[src/rtl/systolic_operand_feeder.sv]
// Operand feeder for the PE array: streams K words from an operand SRAM and
// applies the triangular lane skew (lane i delayed i cycles) with global stall.
module sof_lane #(
    parameter int W   = 8,
    parameter int DLY = 0
) (
    input  logic         CLK,
    input  logic         RSTn,
    input  logic         en,
    input  logic         in_vld,
    input  logic [W-1:0] in_data,
    output logic         out_vld,
    output logic [W-1:0] out_data
);
    logic [DLY:0][W-1:0] dat_pipe;
    logic [DLY:0]        vld_pipe;

    // Invalid slots carry zero so the PE accumulates nothing.
    always_ff @(posedge CLK or negedge RSTn) begin
        if (!RSTn) begin
            dat_pipe <= '0;
            vld_pipe <= '0;
        end else if (en) begin
            vld_pipe[0] <= in_vld;
            dat_pipe[0] <= in_vld ? in_data : '0;
            for (int k = 1; k <= DLY; k++) begin
                vld_pipe[k] <= vld_pipe[k-1];
                dat_pipe[k] <= dat_pipe[k-1];
            end
        end
    end

    assign out_vld  = vld_pipe[DLY];
    assign out_data = dat_pipe[DLY];
endmodule

module systolic_operand_feeder #(
    parameter int OPND_BWIDTH     = 8,
    parameter int NUM_LANES       = 4,
    parameter int SRAM_AWIDTH     = 10,
    parameter int MAX_K_SIZE_LOG2 = 9
) (
    input  logic                             CLK,
    input  logic                             RSTn,
    input  logic                             START,
    input  logic                             STALL,
    input  logic [SRAM_AWIDTH-1:0]           BASE_ADDR_in,
    input  logic [MAX_K_SIZE_LOG2-1:0]       K_SIZE_in,
    output logic                             SRAM_RD_EN_out,
    output logic [SRAM_AWIDTH-1:0]           SRAM_ADDR_out,
    input  logic [NUM_LANES*OPND_BWIDTH-1:0] SRAM_RDATA_in,
    output logic [NUM_LANES*OPND_BWIDTH-1:0] DATA_out,
    output logic [NUM_LANES-1:0]             VALID_out,
    output logic                             BUSY_out,
    output logic                             DONE_out
);
    localparam int DW  = NUM_LANES * OPND_BWIDTH;
    localparam int DCW = $clog2(NUM_LANES + 1);
    localparam logic [DCW-1:0] DLAST = DCW'(NUM_LANES);

    typedef enum logic [1:0] {S_IDLE, S_READ, S_DRAIN, S_DONE} state_t;

    state_t                     state;
    logic [SRAM_AWIDTH-1:0]     addr_q;
    logic [MAX_K_SIZE_LOG2-1:0] k_q;
    logic [MAX_K_SIZE_LOG2-1:0] wcnt;
    logic [DCW-1:0]             dcnt;
    logic                       rd_pend;
    logic                       skid_vld;
    logic [DW-1:0]              skid_q;
    logic                       adv;
    logic                       lane_in_vld;
    logic [DW-1:0]              lane_in_data;

    assign adv            = ~STALL;
    assign SRAM_RD_EN_out = (state == S_READ) && adv;
    assign SRAM_ADDR_out  = addr_q;
    assign BUSY_out       = (state != S_IDLE);
    assign DONE_out       = (state == S_DONE) && adv;

    always_ff @(posedge CLK or negedge RSTn) begin
        if (!RSTn) begin
            state  <= S_IDLE;
            addr_q <= '0;
            k_q    <= '0;
            wcnt   <= '0;
            dcnt   <= '0;
        end else if (adv) begin
            case (state)
                S_IDLE: if (START) begin
                    if (K_SIZE_in == '0) begin
                        state <= S_DONE;
                    end else begin
                        addr_q <= BASE_ADDR_in;
                        k_q    <= K_SIZE_in;
                        wcnt   <= '0;
                        state  <= S_READ;
                    end
                end
                S_READ: begin
                    addr_q <= addr_q + 1'b1;
                    wcnt   <= wcnt + 1'b1;
                    if (wcnt == k_q - 1'b1) begin
                        dcnt  <= '0;
                        state <= S_DRAIN;
                    end
                end
                // Runs until the deepest lane has emitted the last word.
                S_DRAIN: begin
                    if (dcnt == DLAST) state <= S_DONE;
                    else               dcnt  <= dcnt + 1'b1;
                end
                default: state <= S_IDLE;
            endcase
        end
    end

    // Read data is only present for one cycle; park it if that cycle stalls.
    always_ff @(posedge CLK or negedge RSTn) begin
        if (!RSTn) begin
            rd_pend  <= 1'b0;
            skid_vld <= 1'b0;
            skid_q   <= '0;
        end else begin
            rd_pend <= SRAM_RD_EN_out;
            if (!adv && rd_pend) begin
                skid_vld <= 1'b1;
                skid_q   <= SRAM_RDATA_in;
            end else if (adv) begin
                skid_vld <= 1'b0;
            end
        end
    end

    assign lane_in_vld  = skid_vld | rd_pend;
    assign lane_in_data = skid_vld ? skid_q : SRAM_RDATA_in;

    for (genvar i = 0; i < NUM_LANES; i++) begin : g_lane
        sof_lane #(.W(OPND_BWIDTH), .DLY(i)) u_lane (
            .CLK      (CLK),
            .RSTn     (RSTn),
            .en       (adv),
            .in_vld   (lane_in_vld),
            .in_data  (lane_in_data[i*OPND_BWIDTH +: OPND_BWIDTH]),
            .out_vld  (VALID_out[i]),
            .out_data (DATA_out[i*OPND_BWIDTH +: OPND_BWIDTH])
        );
    end
endmodule
[config.mk]
export PLATFORM = sky130hd
export DESIGN_NAME = systolic_operand_feeder
export DESIGN_NICKNAME = d
export VERILOG_FILES = /design/src/rtl/systolic_operand_feeder.sv
export SDC_FILE = /design/constraint.sdc
export NUM_CORES = 1
export LEC_CHECK = 0
export CAP_MARGIN = 20
export CORE_AREA = 2 2 122 124
export DETAILED_ROUTE_END_ITERATION = 8
export DIE_AREA = 0 0 124 126
export GPL_ROUTABILITY_DRIVEN = 1
export PLACE_DENSITY_LB_ADDON = 0.05
export SETUP_SLACK_MARGIN = 0.1
export SYNTH_ARGS = -nofsm -noshare
export SYNTH_HDL_FRONTEND = slang
export SYNTH_HIERARCHICAL = 1
export SYNTH_SLANG_ARGS = --single-unit
[constraint.sdc]
create_clock -name CLK -period 2.3 [get_ports CLK]
set_clock_uncertainty 0.1 [all_clocks]
set_input_delay 0.345 -clock CLK [delete_from_list [all_inputs] [get_ports CLK]]
set_output_delay 0.345 -clock CLK [all_outputs]
set_load 0.005 [all_outputs]
==> results.cfg, run 1 <==
[sta]
finalCriticalPeriod_ps = 2120
rsz0062_at_grt = yes
fin_setup_tns_ps = 0
max_slew.worst_pin.slew_ps = 871
hold_ws_ps = 310
fin_crit_sh_pct = 92.0
fin_ws_ps = 183
setup-violations-final = 0
slew_violations = 0
relSlewSlack_pct = 42.0
timing.fmax_mhz = 472
finalHoldViolCount = 0

[detailed_routing]
wl_per_cell_microns = 16.7
routed_wl_microns = 15800
first_pass_iters = 4
drt_iter0_markers = 251
drc_errors = 0
vias = 5088
final_antenna_net_count = 0
viasPerCell = 5.39

[min_path]
hold_path.class = in2async

[setup_path]
crit_required_ps = 2500
cp_slowest_cell = or4_4
critPathBufInv = 1
r2r_end = dcnt[0]
worst-r2r-cell-count = 6
crit_chain = clkdlybuf4s50_1 -> or4_4 -> o311ai_2 -> a21o_2 -> nor2_1 -> a221o_1
r2r_slack_ps = 190
critPathLaunchType = primary input
cpPeakStageDelay_ps = 560
crit_arrival_ps = 2310
worstSetupPathType = in2reg
cp_top_family = compound AO/OA/AOI/OAI gates
critical_path.max_fanout = 9
r2r_start = k_q[3]
end_kind = flop

[finish]
utilization_pct = 67.5
final_common_cell = dfrtp_1
drive_gt1_share_pct = 31.4
fillers = 1061
syn_to_final_growth_pct = 25.6
nets = 811
final_cell_mix = dfrtp_1 (156), clkdlybuf4s50_1 (98), mux2_2 (86)

[power]
power_per_cell_area_nw_per_um2 = 946
share_seq_of_total_power_pct = 41.7
netSwitchingPower_w = 0.00251
internal_power_w = 0.00663
leakage_nw = 4.38
ir_drop_v = 0.000587
netSwitchingFraction_pct = 27.5
combPwrFrac_pct = 24.9
p_clk_share_pct = 33.5

[run]
drv_cap = 0

[clocking]
root_buffer = clkbuf_16
h-tree-depth = 4
cts_tree = yes
clock-sinks = 157
path_clk_slew_ps = 60
clk_latency_ps = 420
cts_buffer_depth = 2
cts-buffers-inserted = 17

[logic_synthesis]
avgSynthCellArea_sq_um = 12.0
synth_largest_area_cell = dfrtp_1
yosysSeqAreaShare_pct = 51.0
synthTopCellsByArea = dfrtp_1 (51%), mux2_2 (13%), mux2_4 (8.4%), nand3_1 (2.8%), buf_4 (2.6%)
netlist-cell-type-count = 56
synth_ff_type = dfrtp_1
ys_ff_latch = 157
synth_top_area_share_pct = 51.0
syn_nets = 706
synthArstFlopShare_pct = 100
synthesis.area_sq_um = 7700
synth_edf_count = 0
yosysWarningCount = 6
netlist_instances = 641

[floorplan]
io_pins = 104
start_util_pct = 53.8
dieArea_sq_um = 15600
core_sq_um = 14300
die_h_microns = 126
rows = 44
die_x_microns = 124

[grt]
grt_max_degree = 52
grt_pass1_vias = 5371
antenna_found_initial = 1
grt-ovfl-total = 0
grt_pass1_wl_microns = 26400
track_usage_pct = 21.6

[place]
place_ws_ps = -361
gp_congestion = 0.873
dp_hpwl_microns = 10700
portBuffers = 103

[run_status]
status = finished clean
-- cells by family after synthesis --
kind of cell | Yosys count | share of synthesized area [%]
muxes | 135 | 21.8
AOI/OAI and AO/OA | 98 | 8.32
xor gates and xnor gates | 9 | 1.02
buffers and inverters | 108 | 7.98
DFF | 157 | 51.0
and+or+nand+nor | 124 | 8.24
adders and majority gates | 10 | 1.63
-- state kept, by name, summed over array words and instances (netlist names), 2 cells and up --
signal	count
k_q	9
wcnt	9
SRAM_ADDR_out	10
state	2
g_lane.u_lane/out_data	32
g_lane.u_lane/vld_pipe	9
g_lane.u_lane/dat_pipe	48
dcnt	3
skid_q	32
-- synthesized netlist by cell type (all sizes together), types with 9 or more instances --
cell	instances
dfrtp	157
mux2	129
buf	49
inv	49
o21ai	48
nand3	45
nand2	26
a21oi	16
nor2	15
clkbuf	10
ha	10
nor3	9
-- cell type report --
cell class	instances	area, sq um	area share (%)
Multi-Input combinational cell	376	3240	33.6
Sequential cell	157	3930	40.7
Timing Repair Buffer	145	1430	14.8
Clock buffer	18	429	4.44
Antenna cell	1	2.50	0.0259
Inverter	49	186	1.93
Clock inverter	14	214	2.21
Tap cell	184	230	2.38
-- per-layer routing --
metal  global-route usage [%]  part of all wire (%)  wire length [microns]  up-vias
met5                        0                     0                      0        -
met4                     6.01                  0.91                    144        0
met3                     5.89                   4.6                    732       12
met2                     35.2                    50                   7820      107
met1                     28.5                    45                   7100     2544
li1                         -                     -                      -     2425
-- worst max-delay path by stage --
stage	cells after the start	slack [ps]	from	end
floorplan	8	250	k_q[0]	state[1]
global placement	8	-330	K_SIZE_in[2]	SRAM_ADDR_out[4]
detailed placement	8	-360	K_SIZE_in[2]	wcnt[7]
CTS	6	90	k_q[3]	state[1]
global route	9	90	k_q[0]	dcnt[1]
finish	6	180	K_SIZE_in[2]	SRAM_ADDR_out[9]
-- what timing repair did --
item / in CTS / in global routing
pin swaps: 2 / 5
hold buffers: 1 / 0
endpoints found under the hold margin: 37 / 0
buffers inserted: 0 / 1
endpoints found under the setup margin: 9 / 8
resized for setup: 12 / 15
-- power groups by stage --
stage | clock, W | sequential [W] | combinational [W]
after floorplan | 0 | 0.00371 | 0.00149
after global placement | 0 | 0.00379 | 0.00215
after detailed placement | 0 | 0.00383 | 0.00222
after CTS | 0.00311 | 0.00381 | 0.00226
after global routing | 0.00324 | 0.00389 | 0.00251
final | 0.00306 | 0.00381 | 0.00228
-- through the flow --
stage               total power [W]  cells  instance area (sq um)
floorplan                   0.00520    641                   7700
global placement            0.00594    908                   8900
detailed placement          0.00606    908                   8900
CTS                         0.00917    941                   9590
global route                0.00964    944                   9660
finish                      0.00914    944                   9660
(Power assumes the default switching activity.)
==> run 2: changes to the inputs <==
SLEW_MARGIN = 5   (was default)
==> results of run 2 <==
No change in the layout: final DEF, timing and power equal those of run 1.
==> run 3: changes to the inputs <==
CORE_AREA = 2 2 164 166   (was 2 2 122 124)
DIE_AREA = 0 0 166 168   (was 0 0 124 126)
==> run 3 against run 2 <==
Net effect:
- sequential cell count unchanged
- final cell count increased by 17%
- routed wire length increased by 9.4%
- clock power decreased by 8.5%
- global-route usage decreased by 8.9 points
- non-clock buffer count unchanged
- core utilization decreased by 30 points
- critical endpoint is now dcnt[1]
- largest cell class unchanged
==> results.cfg, run 3 (synthesis gave the netlist of run 1 again) <==
[run_status]
status = finished clean

[power]
p_clk_share_pct = 31.6
power_w = 0.00886
share_seq_of_total_power_pct = 42.9
ir_drop_v = 0.000394
internal_power_w = 0.00618
netSwitchingPower_w = 0.00268
leakage_nw = 4.35
netSwitchingFraction_pct = 30.2
power_per_cell_area_nw_per_um2 = 904
combPwrFrac_pct = 25.5

[grt]
grt-ovfl-total = 0
grt_max_degree = 46
grt_pass1_wl_microns = 28200
track_usage_pct = 12.7
antenna_found_initial = 0
grt_pass1_vias = 5353

[finish]
num_antenna_cells = 0
largest_reg_flops = 48
syn_to_final_growth_pct = 27.3
seq_area_sq_um = 3930
fin_area_sq_um = 9800
largest-register = g_lane.u_lane/dat_pipe
nets = 811
final_cell_mix = dfrtp_1 (156), clkdlybuf4s50_1 (100), mux2_2 (86)
fillers = 2564
final_common_cell = dfrtp_1
drive_gt1_share_pct = 31.5
multiInputGateArea_sq_um = 3240

[setup_path]
r2r_slack_ps = 180
worstSetupPathType = reg2reg
crit_required_ps = 2500
worst-r2r-cell-count = 9
critical_path.max_fanout = 4
end_kind = flop
r2r_start = k_q[1]
critPathLaunchType = flop
crit_arrival_ps = 2320
r2r_end = dcnt[1]

[floorplan]
die_x_microns = 166
rows = 60
die_h_microns = 168
start_util_pct = 29.2
core_sq_um = 26400
io_pins = 104
dieArea_sq_um = 27900

[detailed_routing]
drt_iter0_markers = 189
first_pass_iters = 4
final_antenna_net_count = 0
routed_wl_microns = 17300
wl_per_cell_microns = 15.7
vias = 5004
drc_errors = 0
viasPerCell = 4.55

[clocking]
clock-sinks = 157
root_buffer = clkbuf_16
cts-buffers-inserted = 17
path_clk_slew_ps = 70
clk_latency_ps = 430
cts_buffer_depth = 2
cts_tree = yes
h-tree-depth = 4

[place]
place_area_sq_um = 9070
portBuffers = 103
dp_hpwl_microns = 11700
gp_congestion = 0.726

[sta]
slew_violations = 0
rsz0062_at_grt = yes
max_slew.worst_pin.slew_ps = 931
timing.fmax_mhz = 472
fin_crit_sh_pct = 92.2
setup-violations-final = 0
finalHoldViolCount = 0
relSlewSlack_pct = 37.9
finalCriticalPeriod_ps = 2120

[run]
drv_cap = 0

[min_path]
hold_path.class = in2async
-- run 3: worst max-delay path by stage --
stage / startpoint / endpoint / slack, ps / cells past startpoint
5_1_grt: wcnt[6] / state[1] / 70 / 7
4_1_cts: k_q[1] / dcnt[1] / 80 / 9
2_1_floorplan: k_q[0] / state[1] / 250 / 8
3_5_place_dp: K_SIZE_in[2] / wcnt[7] / -310 / 8
3_3_place_gp: K_SIZE_in[2] / wcnt[6] / -260 / 8
6_report: k_q[1] / dcnt[1] / 180 / 9
-- run 3: power groups by stage --
stage | sequential (W) | combinational, W | clock, W
finish | 0.00380 | 0.00226 | 0.00280
global route | 0.00389 | 0.00250 | 0.00305
CTS | 0.00380 | 0.00227 | 0.00292
detailed placement | 0.00385 | 0.00223 | 0
global placement | 0.00383 | 0.00220 | 0
floorplan | 0.00371 | 0.00149 | 0
-- run 3: cell type report --
cell class / count / share of cell area [%]
Clock buffer: 18 / 4.48
Multi-Input combinational cell: 376 / 33.1
Clock inverter: 14 / 1.46
Sequential cell: 157 / 40.1
Tap cell: 341 / 4.36
Timing Repair Buffer: 145 / 14.6
Inverter: 49 / 1.95
-- run 3: critical path, cell delays in order, from the launching register on --
cell and delay, ps:
dfrtp_1 360, inv_1 60, ha_2 200, nor2b_4 140
and4_1 180, a211oi_2 270, a21oi_4 110, buf_4 160
a41o_1 230, a22o_1 180
-- run 3: repair_timing --
item / in CTS / in global routing
pin swaps: 4 / 8
setup buffers: 4 / 2
endpoints found under the hold margin: 40 / 0
resized for setup: 8 / 17
setup endpoints to repair: 6 / 14
hold buffers: 1 / 0
-- run 3: metal layers --
| layer | share of wire, % | vias up | track usage, % |
|---|---|---|---|
| li1 | - | 2421 | - |
| met3 | 4.0 | 12 | 3.53 |
| met5 | 0 | - | 0 |
| met4 | 1.3 | 0 | 3.78 |
| met2 | 47 | 86 | 20.9 |
| met1 | 47 | 2485 | 16.4 |
-- run 3: metrics by stage --
stage                     util [%]  worst slack (ps)  cells  hold slack (ps)  setup TNS, ps
final                         37.2               180   1100              310              0
after global routing          37.2              65.6   1100              348              0
after CTS                     36.9              77.8   1098              324              0
after detailed placement      34.4              -309   1061              222          -4600
after global placement        34.4              -263   1061              214          -3980
after floorplan                  -               247    641            -50.6              0
